**config.mk**
```make
export PLATFORM = sky130hd
export DESIGN_NAME = memwb_skid_reg
export DESIGN_NICKNAME = d
export VERILOG_FILES = /design/src/rtl/memwb_pkg.sv /design/src/rtl/skid_buffer.sv /design/src/rtl/memwb_skid_reg.sv
export SDC_FILE = /design/constraint.sdc
export NUM_CORES = 1
export LEC_CHECK = 0
export BUFFER_PORTS_ARGS = -buffer_cell sky130_fd_sc_hd__buf_2
export CORE_ASPECT_RATIO = 0.5
export CORE_MARGIN = 5
export CORE_UTILIZATION = 30
export DETAILED_ROUTE_END_ITERATION = 8
export GPL_TIMING_DRIVEN = 0
export PLACE_DENSITY = 0.46
export SLEW_MARGIN = 10
export SYNTH_ARGS = -nofsm -noshare
export SYNTH_HDL_FRONTEND = slang
export SYNTH_SLANG_ARGS = --single-unit
```
**constraint.sdc**
```tcl
create_clock -name clk -period 4.4 [get_ports clk]
set_input_delay 0.66 -clock clk [delete_from_list [all_inputs] [get_ports clk]]
set_output_delay 0.66 -clock clk [all_outputs]
set_load 0.01 [all_outputs]
```
**src/rtl/memwb_pkg.sv**
```systemverilog
// rtl/memwb_pkg.sv - shared MEM/WB payload types and result-select codes
package memwb_pkg;

  localparam int MEMWB_DATA_WIDTH = 32;
  localparam int MEMWB_ADDR_WIDTH = 5;

  // Writeback mux select codes; 2'b11 is legal on the wire and simply selects 0
  localparam logic [1:0] RESULT_SRC_ALU = 2'b00;
  localparam logic [1:0] RESULT_SRC_MEM = 2'b01;
  localparam logic [1:0] RESULT_SRC_PC4 = 2'b10;

  typedef struct packed {
    logic [MEMWB_DATA_WIDTH-1:0] alu_result;
    logic [MEMWB_DATA_WIDTH-1:0] read_data;
    logic [MEMWB_DATA_WIDTH-1:0] pc_plus4;
    logic [MEMWB_ADDR_WIDTH-1:0] rd;
    logic                        reg_write;
    logic [1:0]                  result_src;
  } memwb_payload_t;

  localparam int MEMWB_PAYLOAD_WIDTH = $bits(memwb_payload_t);

endpackage

```
**src/rtl/skid_buffer.sv**
```systemverilog
// rtl/skid_buffer.sv - generic two-slot valid/ready register with registered in_ready
module skid_buffer #(
  parameter int WIDTH = 8
) (
  input  logic             clk,
  input  logic             rst,
  input  logic             flush,
  input  logic             in_valid,
  output logic             in_ready,
  input  logic [WIDTH-1:0] in_data,
  output logic             out_valid,
  input  logic             out_ready,
  output logic [WIDTH-1:0] out_data
);

  logic             main_valid_q, main_valid_d;
  logic             skid_valid_q, skid_valid_d;
  logic [WIDTH-1:0] main_data_q, main_data_d;
  logic [WIDTH-1:0] skid_data_q, skid_data_d;
  logic             accept;
  logic             main_free;

  // in_ready depends only on state and rst so out_ready never reaches it combinationally
  assign in_ready  = ~rst & ~skid_valid_q;
  assign out_valid = main_valid_q;
  assign out_data  = main_data_q;
  assign accept    = in_valid & in_ready;
  assign main_free = ~main_valid_q | out_ready;

  // Next-state for both slots: flush, then skid drain, then direct load, then skid capture
  always_comb begin
    main_valid_d = main_valid_q;
    skid_valid_d = skid_valid_q;
    main_data_d  = main_data_q;
    skid_data_d  = skid_data_q;
    if (flush) begin
      main_valid_d = 1'b0;
      skid_valid_d = 1'b0;
    end else if (main_free) begin
      if (skid_valid_q) begin
        main_valid_d = 1'b1;
        main_data_d  = skid_data_q;
        skid_valid_d = 1'b0;
      end else if (accept) begin
        main_valid_d = 1'b1;
        main_data_d  = in_data;
      end else begin
        main_valid_d = 1'b0;
      end
    end else if (accept) begin
      skid_valid_d = 1'b1;
      skid_data_d  = in_data;
    end
  end

  // Slot registers; reset also clears payloads so outputs read zero out of reset
  always_ff @(posedge clk) begin
    if (rst) begin
      main_valid_q <= 1'b0;
      skid_valid_q <= 1'b0;
      main_data_q  <= '0;
      skid_data_q  <= '0;
    end else begin
      main_valid_q <= main_valid_d;
      skid_valid_q <= skid_valid_d;
      main_data_q  <= main_data_d;
      skid_data_q  <= skid_data_d;
    end
  end

endmodule

```
**src/rtl/memwb_skid_reg.sv**
```systemverilog
// rtl/memwb_skid_reg.sv - MEM/WB boundary register with skid buffer; optional MEMWB_RETIRE_CNT_EN retire counter
module memwb_skid_reg
  import memwb_pkg::*;
#(
  parameter int DATA_WIDTH = MEMWB_DATA_WIDTH,
  parameter int ADDR_WIDTH = MEMWB_ADDR_WIDTH
) (
  input  logic                  clk,
  input  logic                  rst,
  input  logic                  flush,
  input  logic                  in_valid,
  output logic                  in_ready,
  input  logic [DATA_WIDTH-1:0] in_alu_result,
  input  logic [DATA_WIDTH-1:0] in_read_data,
  input  logic [DATA_WIDTH-1:0] in_pc_plus4,
  input  logic [ADDR_WIDTH-1:0] in_rd,
  input  logic                  in_reg_write,
  input  logic [1:0]            in_result_src,
  output logic                  out_valid,
  input  logic                  out_ready,
  output logic [DATA_WIDTH-1:0] out_alu_result,
  output logic [DATA_WIDTH-1:0] out_read_data,
  output logic [DATA_WIDTH-1:0] out_pc_plus4,
  output logic [ADDR_WIDTH-1:0] out_rd,
  output logic                  out_reg_write,
  output logic [1:0]            out_result_src
`ifdef MEMWB_RETIRE_CNT_EN
  ,
  output logic [31:0]           retire_count
`endif
);

  // The payload struct fixes the field widths; DATA_WIDTH/ADDR_WIDTH must match the package
  memwb_payload_t in_payload;
  memwb_payload_t out_payload;
  logic           consume;

  // Pack MEM-stage fields into the stored payload; result_src is carried untouched
  always_comb begin
    in_payload            = '0;
    in_payload.alu_result = in_alu_result;
    in_payload.read_data  = in_read_data;
    in_payload.pc_plus4   = in_pc_plus4;
    in_payload.rd         = in_rd;
    in_payload.reg_write  = in_reg_write;
    in_payload.result_src = in_result_src;
  end

  skid_buffer #(
    .WIDTH(MEMWB_PAYLOAD_WIDTH)
  ) u_skid (
    .clk      (clk),
    .rst      (rst),
    .flush    (flush),
    .in_valid (in_valid),
    .in_ready (in_ready),
    .in_data  (in_payload),
    .out_valid(out_valid),
    .out_ready(out_ready),
    .out_data (out_payload)
  );

  assign consume        = out_valid & out_ready;
  assign out_alu_result = out_payload.alu_result;
  assign out_read_data  = out_payload.read_data;
  assign out_pc_plus4   = out_payload.pc_plus4;
  assign out_rd         = out_payload.rd;
  assign out_result_src = out_payload.result_src;
  // A stale entry left behind by flush must never write the register file
  assign out_reg_write  = out_payload.reg_write & out_valid;

`ifdef MEMWB_RETIRE_CNT_EN
  logic [31:0] retire_count_q, retire_count_d;

  // Count every consumed entry, including one consumed in a flush cycle; wraps naturally
  always_comb begin
    retire_count_d = retire_count_q;
    if (consume) retire_count_d = retire_count_q + 32'd1;
  end

  // Retire counter register, cleared only by reset
  always_ff @(posedge clk) begin
    if (rst) retire_count_q <= '0;
    else     retire_count_q <= retire_count_d;
  end

  assign retire_count = retire_count_q;
`else
  logic unused_consume;
  assign unused_consume = consume;
`endif

endmodule

```
== Word level (Yosys, flattened, before mapping) ==
Index checks and enable logic that the tools add are counted.

* Register bits: 210
* Latch bits: 0
* Bits in writable memories: 0
* ROM bits: 0
* Bits of input ports: 109
* Output and inout port bits: 106
* Logic and storage cells: 22
* Memories: 0

* $add $sub $neg: 0
* $mul: 0
* Divide/modulo/power cells: 0
* Order comparisons: 0
* Equality and inequality tests: 0
* Shift-type cells: 0
* Muxes and demuxes: 4
* Bitwise operators: 9
* Reduce and logical (&&, ||, !) cells: 5

{| class="wikitable"
|+ Operator list
! cell !! count
|-
| 2-to-1 mux 104 bit || 2
|-
| AND reduction 3 bit || 2
|-
| inverter 1 bit || 5
|-
| AND 1 bit || 3
|-
| OR reduction 3 bit || 1
|-
| 2-to-1 mux 1 bit || 2
|-
| nonzero test 2 bit || 1
|-
| OR reduction 2 bit || 1
|-
| bitwise OR 1 bit || 1
|}

== Logic depth before layout (Yosys ltp) ==
* Depth after elaboration: 5
* Mapped depth: 7
* Mapped depth without buffers: 3

== By module ==
A second synthesis with hierarchy kept.

* Cells, all modules: 1055
* Area total of the unflattened synthesis: 9623.0 sq um

{| class="wikitable"
|+ By module, submodules not included
! module !! times used !! cells an instance !! area each (sq um) !! sequential area each (sq um)
|-
| skid_buffer || 1 || 1054 || 9616.7 || 4204.0
|-
| memwb_skid_reg || 1 || 1 || 6.3 || 0.0
|}

== Worst setup path before layout ==
Ideal clock, no wire load.

* Path kind: input to output
* Start: input rst
* End: output in_ready
* Data arrival time: 1646 ps
* Data required time: 3740 ps
* Setup slack: 2094 ps
* Stages: 5
* Path buffers: 4
* Cells stage by stage: buf_4 > buf_2 > clkbuf_1 > buf_1 > nor2_1

* Cells in the longest elaborated chain, start to end: 2

{| class="wikitable"
|+ Ends and longest elaborated chain
! element !! line !! source
|-
| start: declaration || memwb_skid_reg.sv:9 || <nowiki>input logic rst,</nowiki>
|-
| inverter 1 bit || skid_buffer.sv:24 || <nowiki>assign in_ready = ~rst & ~skid_valid_q;</nowiki>
|-
| AND 1 bit || skid_buffer.sv:24 ||
|-
| end: declaration || memwb_skid_reg.sv:12 || <nowiki>output logic in_ready,</nowiki>
|}

No other way between the ends.

== Final worst setup path ==
Ends and elaborated chain as after synthesis.

==> flow_metrics.env <==
export IMPL_run_status="finished, final reports clean"
export IMPL_drt_met1_wl_um=13020
export IMPL_topRoutingLayerUsed="met4"
export IMPL_setup_viol=0
export IMPL_final_hold_violation_count=0
export IMPL_finalClockSkew_ns=0.01999
export IMPL_final_min_period_over_clock_period_pct=75.49
export IMPL_power_sequential_fraction_pct=45.4
export IMPL_p_per_area_nw_per_um2=337.1
export IMPL_synth_simple_area_share_pct=15.73
export IMPL_worstSkewPairLatency_ns=0.52
export IMPL_multi_input_comb_area_um2=4911
export IMPL_syn_area_cell_um2=8.994
export IMPL_postCtsHoldBufs=0
export IMPL_route_met3_wl_um=967
export IMPL_relSlewSlack_pct=59.14
export IMPL_htreeDepth=1
export IMPL_synth_fa_ha_area_share_pct=0
export IMPL_peakVddDrop_mv=0.2048
export IMPL_area_growth_syn_to_layout_pct=22.97
export IMPL_internal_power_mw=3.261
export IMPL_total_die_area_um2=38770
export IMPL_wl_um=30410
export IMPL_number_of_global_route_vias_before_repair=8591
export IMPL_pwr_share_comb_pct=10.1
export IMPL_synth_yosys_seq_area_share_pct=40.37
export IMPL_timing_critical_path_required_ns=3.74
export IMPL_post_synthesis_cell_area_um2=10410
export IMPL_cts_max_path_buffers=3
export IMPL_pin_count=215
export IMPL_die_width_um=273.5
export IMPL_rrSetupSlack_ns=2.35
export IMPL_detailroute_wirelength_met2_um=15880
export IMPL_drt_first_iter_violations=372
export IMPL_post_synth_num_cell_types=22
export IMPL_critical_path_startpoint_type="input pin"
export IMPL_leakagePower_nw=5.367
export IMPL_global_route_overflow_total=0
export IMPL_cts_root_buffer_cell="clkbuf_16"
export IMPL_maximum_number_of_pins_on_one_net_before_global_route_repair=14
export IMPL_cts_repair_timing_setup_buffer_count=0
export IMPL_clkSinkCount=210
export IMPL_final_hold_worst_slack_ns=0.3989
export IMPL_vias=8617
export IMPL_unrepaired_setup_endpoints_after_global_routing="false"
export IMPL_instance_count_of_the_mapped_netlist=1158
export IMPL_core_rowCount=48
export IMPL_grt_first_pass_wirelength_um=46780
export IMPL_cap_violations=0
export IMPL_synthMuxAreaShare_pct=21.24
export IMPL_post_place_cells=1847
export IMPL_finish_net_count=1505
export IMPL_final_util_pct=37.28
export IMPL_clock_fmax_ghz=0.3011
export IMPL_mostFrequentLayoutCell="buf_2"
export IMPL_layout_cells_non_filler=1886
export IMPL_power_share_clock_pct=44.6
export IMPL_detailedPlacementHpwl_um=22390
export IMPL_crit_fanout=10
export IMPL_netSwitchingFraction_pct=24.47
export IMPL_antenna_left=0
export IMPL_drt_drc_violations_left=0
export IMPL_synth_compound_area_share_pct=10.19
export IMPL_yosysWarningCount=0
export IMPL_cts_buffers_inserted=22
export IMPL_antenna_cells=0
export IMPL_finalInstanceArea_um2=12810
export IMPL_die_boundary_height_um=141.8
export IMPL_first_pass_iters=4
export IMPL_ctsResizeCount=0
export IMPL_buffer_ports_inserted=214
export IMPL_synth_xor_area_share_pct=0
export IMPL_n_fill_cell=3650
export IMPL_gp_routability_congestion=0.7364
export IMPL_dpl_instance_area_um2=12080
export IMPL_crit_type="in -> out"
export IMPL_endpoint_kind="output pin"
export IMPL_grt_antenna_before_repair=0
export IMPL_worst_endpoint_arrival_ns=2.66
export IMPL_initial_utilization_pct=30.32
export IMPL_register_area_um2=4204
export IMPL_finalCriticalPeriod_ns=3.321
export IMPL_worst_pin_slew_ns=0.6129
export IMPL_global_routing_usage_summed_across_all_routing_layers_pct=14.95
export IMPL_hold_path_class="in -> reg"
export IMPL_setup_total_negative_slack_ns=0
export IMPL_avgViaCountPerCell=4.569
export IMPL_final_layout_size_suffix_gt1_share_pct=35.86
export IMPL_post_drt_wl_per_cell_um=16.13
export IMPL_core_um2=34350
export IMPL_cts_reportedPaths_clkPinSlew_ns=0.06
export IMPL_tritoncts="built"
export IMPL_synth_nets=1267
export IMPL_layout_cells_most_common_list="243 x buf_2, 210 x dfxtp_1, 116 x buf_4"
export IMPL_ys_ff_latch=210
export IMPL_power_net_switching_mw=1.056
export IMPL_main_combinational_cell_family_by_area_after_synthesis="multiplexers"
export IMPL_slew_violations=0
==> power by group through the flow <==
stage	clock [mW]	sequential (mW)	combinational, mW
floorplan	0	1.99	0.264
global placement	0	2.00	0.439
detailed placement	0	2.00	0.442
CTS	2.00	1.96	0.444
global route	2.08	1.96	0.478
finish	1.92	1.96	0.435
==> Yosys cell counts (all sizes together) <==
cell type / instances / area share, %
o21ai: 104 / 5.0
mux2i: 104 / 10
mux2: 104 / 11
nand2b: 2 / 0.12
o211ai: 1 / 0.12
buf: 153 / 10
a21oi: 104 / 5.0
and2: 1 / 0.060
inv: 1 / 0.036
nand3: 104 / 5.0
clkbuf: 54 / 2.0
or4b: 1 / 0.096
dfxtp: 210 / 40
a211oi: 1 / 0.072
nor2: 107 / 3.9
nor2b: 106 / 6.4
nor4b: 1 / 0.23
==> state kept, by name, indices dropped and copies added (netlist names) <==
| name | count |
|---|---|
| u_skid.out_data | 104 |
| u_skid.skid_valid_q | 1 |
| u_skid.skid_data_q | 104 |
| u_skid.out_valid | 1 |
==> final timing paths <==
path	depth (start not counted)	end	start
hold reg to reg	2	u_skid.skid_data_q[8]	u_skid.skid_data_q[8]
setup reg to reg	6	u_skid.out_data[67]	u_skid.skid_valid_q
setup / recovery	7	in_ready	rst
hold / removal	3	u_skid.skid_data_q[103]	in_alu_result[31]
==> cell families (layout without fill, tap and decap cells) <==
group | after synthesis | count (layout)
buffers and inverters | 208 | 461
and+or+nand+nor | 322 | 322
AOI/OAI and AO/OA | 210 | 210
muxes | 208 | 208
DFF | 210 | 210
==> layer usage <==
layer  track usage, %  vias up
met1            18.01     4116
met3            2.416       42
li1                 -     4328
met2            28.27      131
met5                0        -
met4            3.023        0
==> critical path, cell delays in order <==
cell and delay [ns]:
buf_2 0.11, buf_4 0.25, buf_2 0.32, clkbuf_1 0.49
buf_1 0.51, nor2_1 0.13, buf_2 0.18
==> layout make-up <==
class / instances / area share [%]
Multi-Input combinational cell: 740 / 38.35
Sequential cell: 210 / 32.83
Buffer: 207 / 10.12
Timing Repair Buffer: 214 / 8.363
Clock buffer: 32 / 4.992
Tap cell: 475 / 4.640
Clock inverter: 7 / 0.6839
Inverter: 1 / 0.02931
==> stage by stage <==
step	setup WS (ns)	power, mW
after floorplan	2.094	2.259
after global placement	1.026	2.439
after detailed placement	1.010	2.444
after CTS	1.010	4.400
after global routing	0.9583	4.517
final	1.079	4.318
Power figures use the tool's default switching activity.
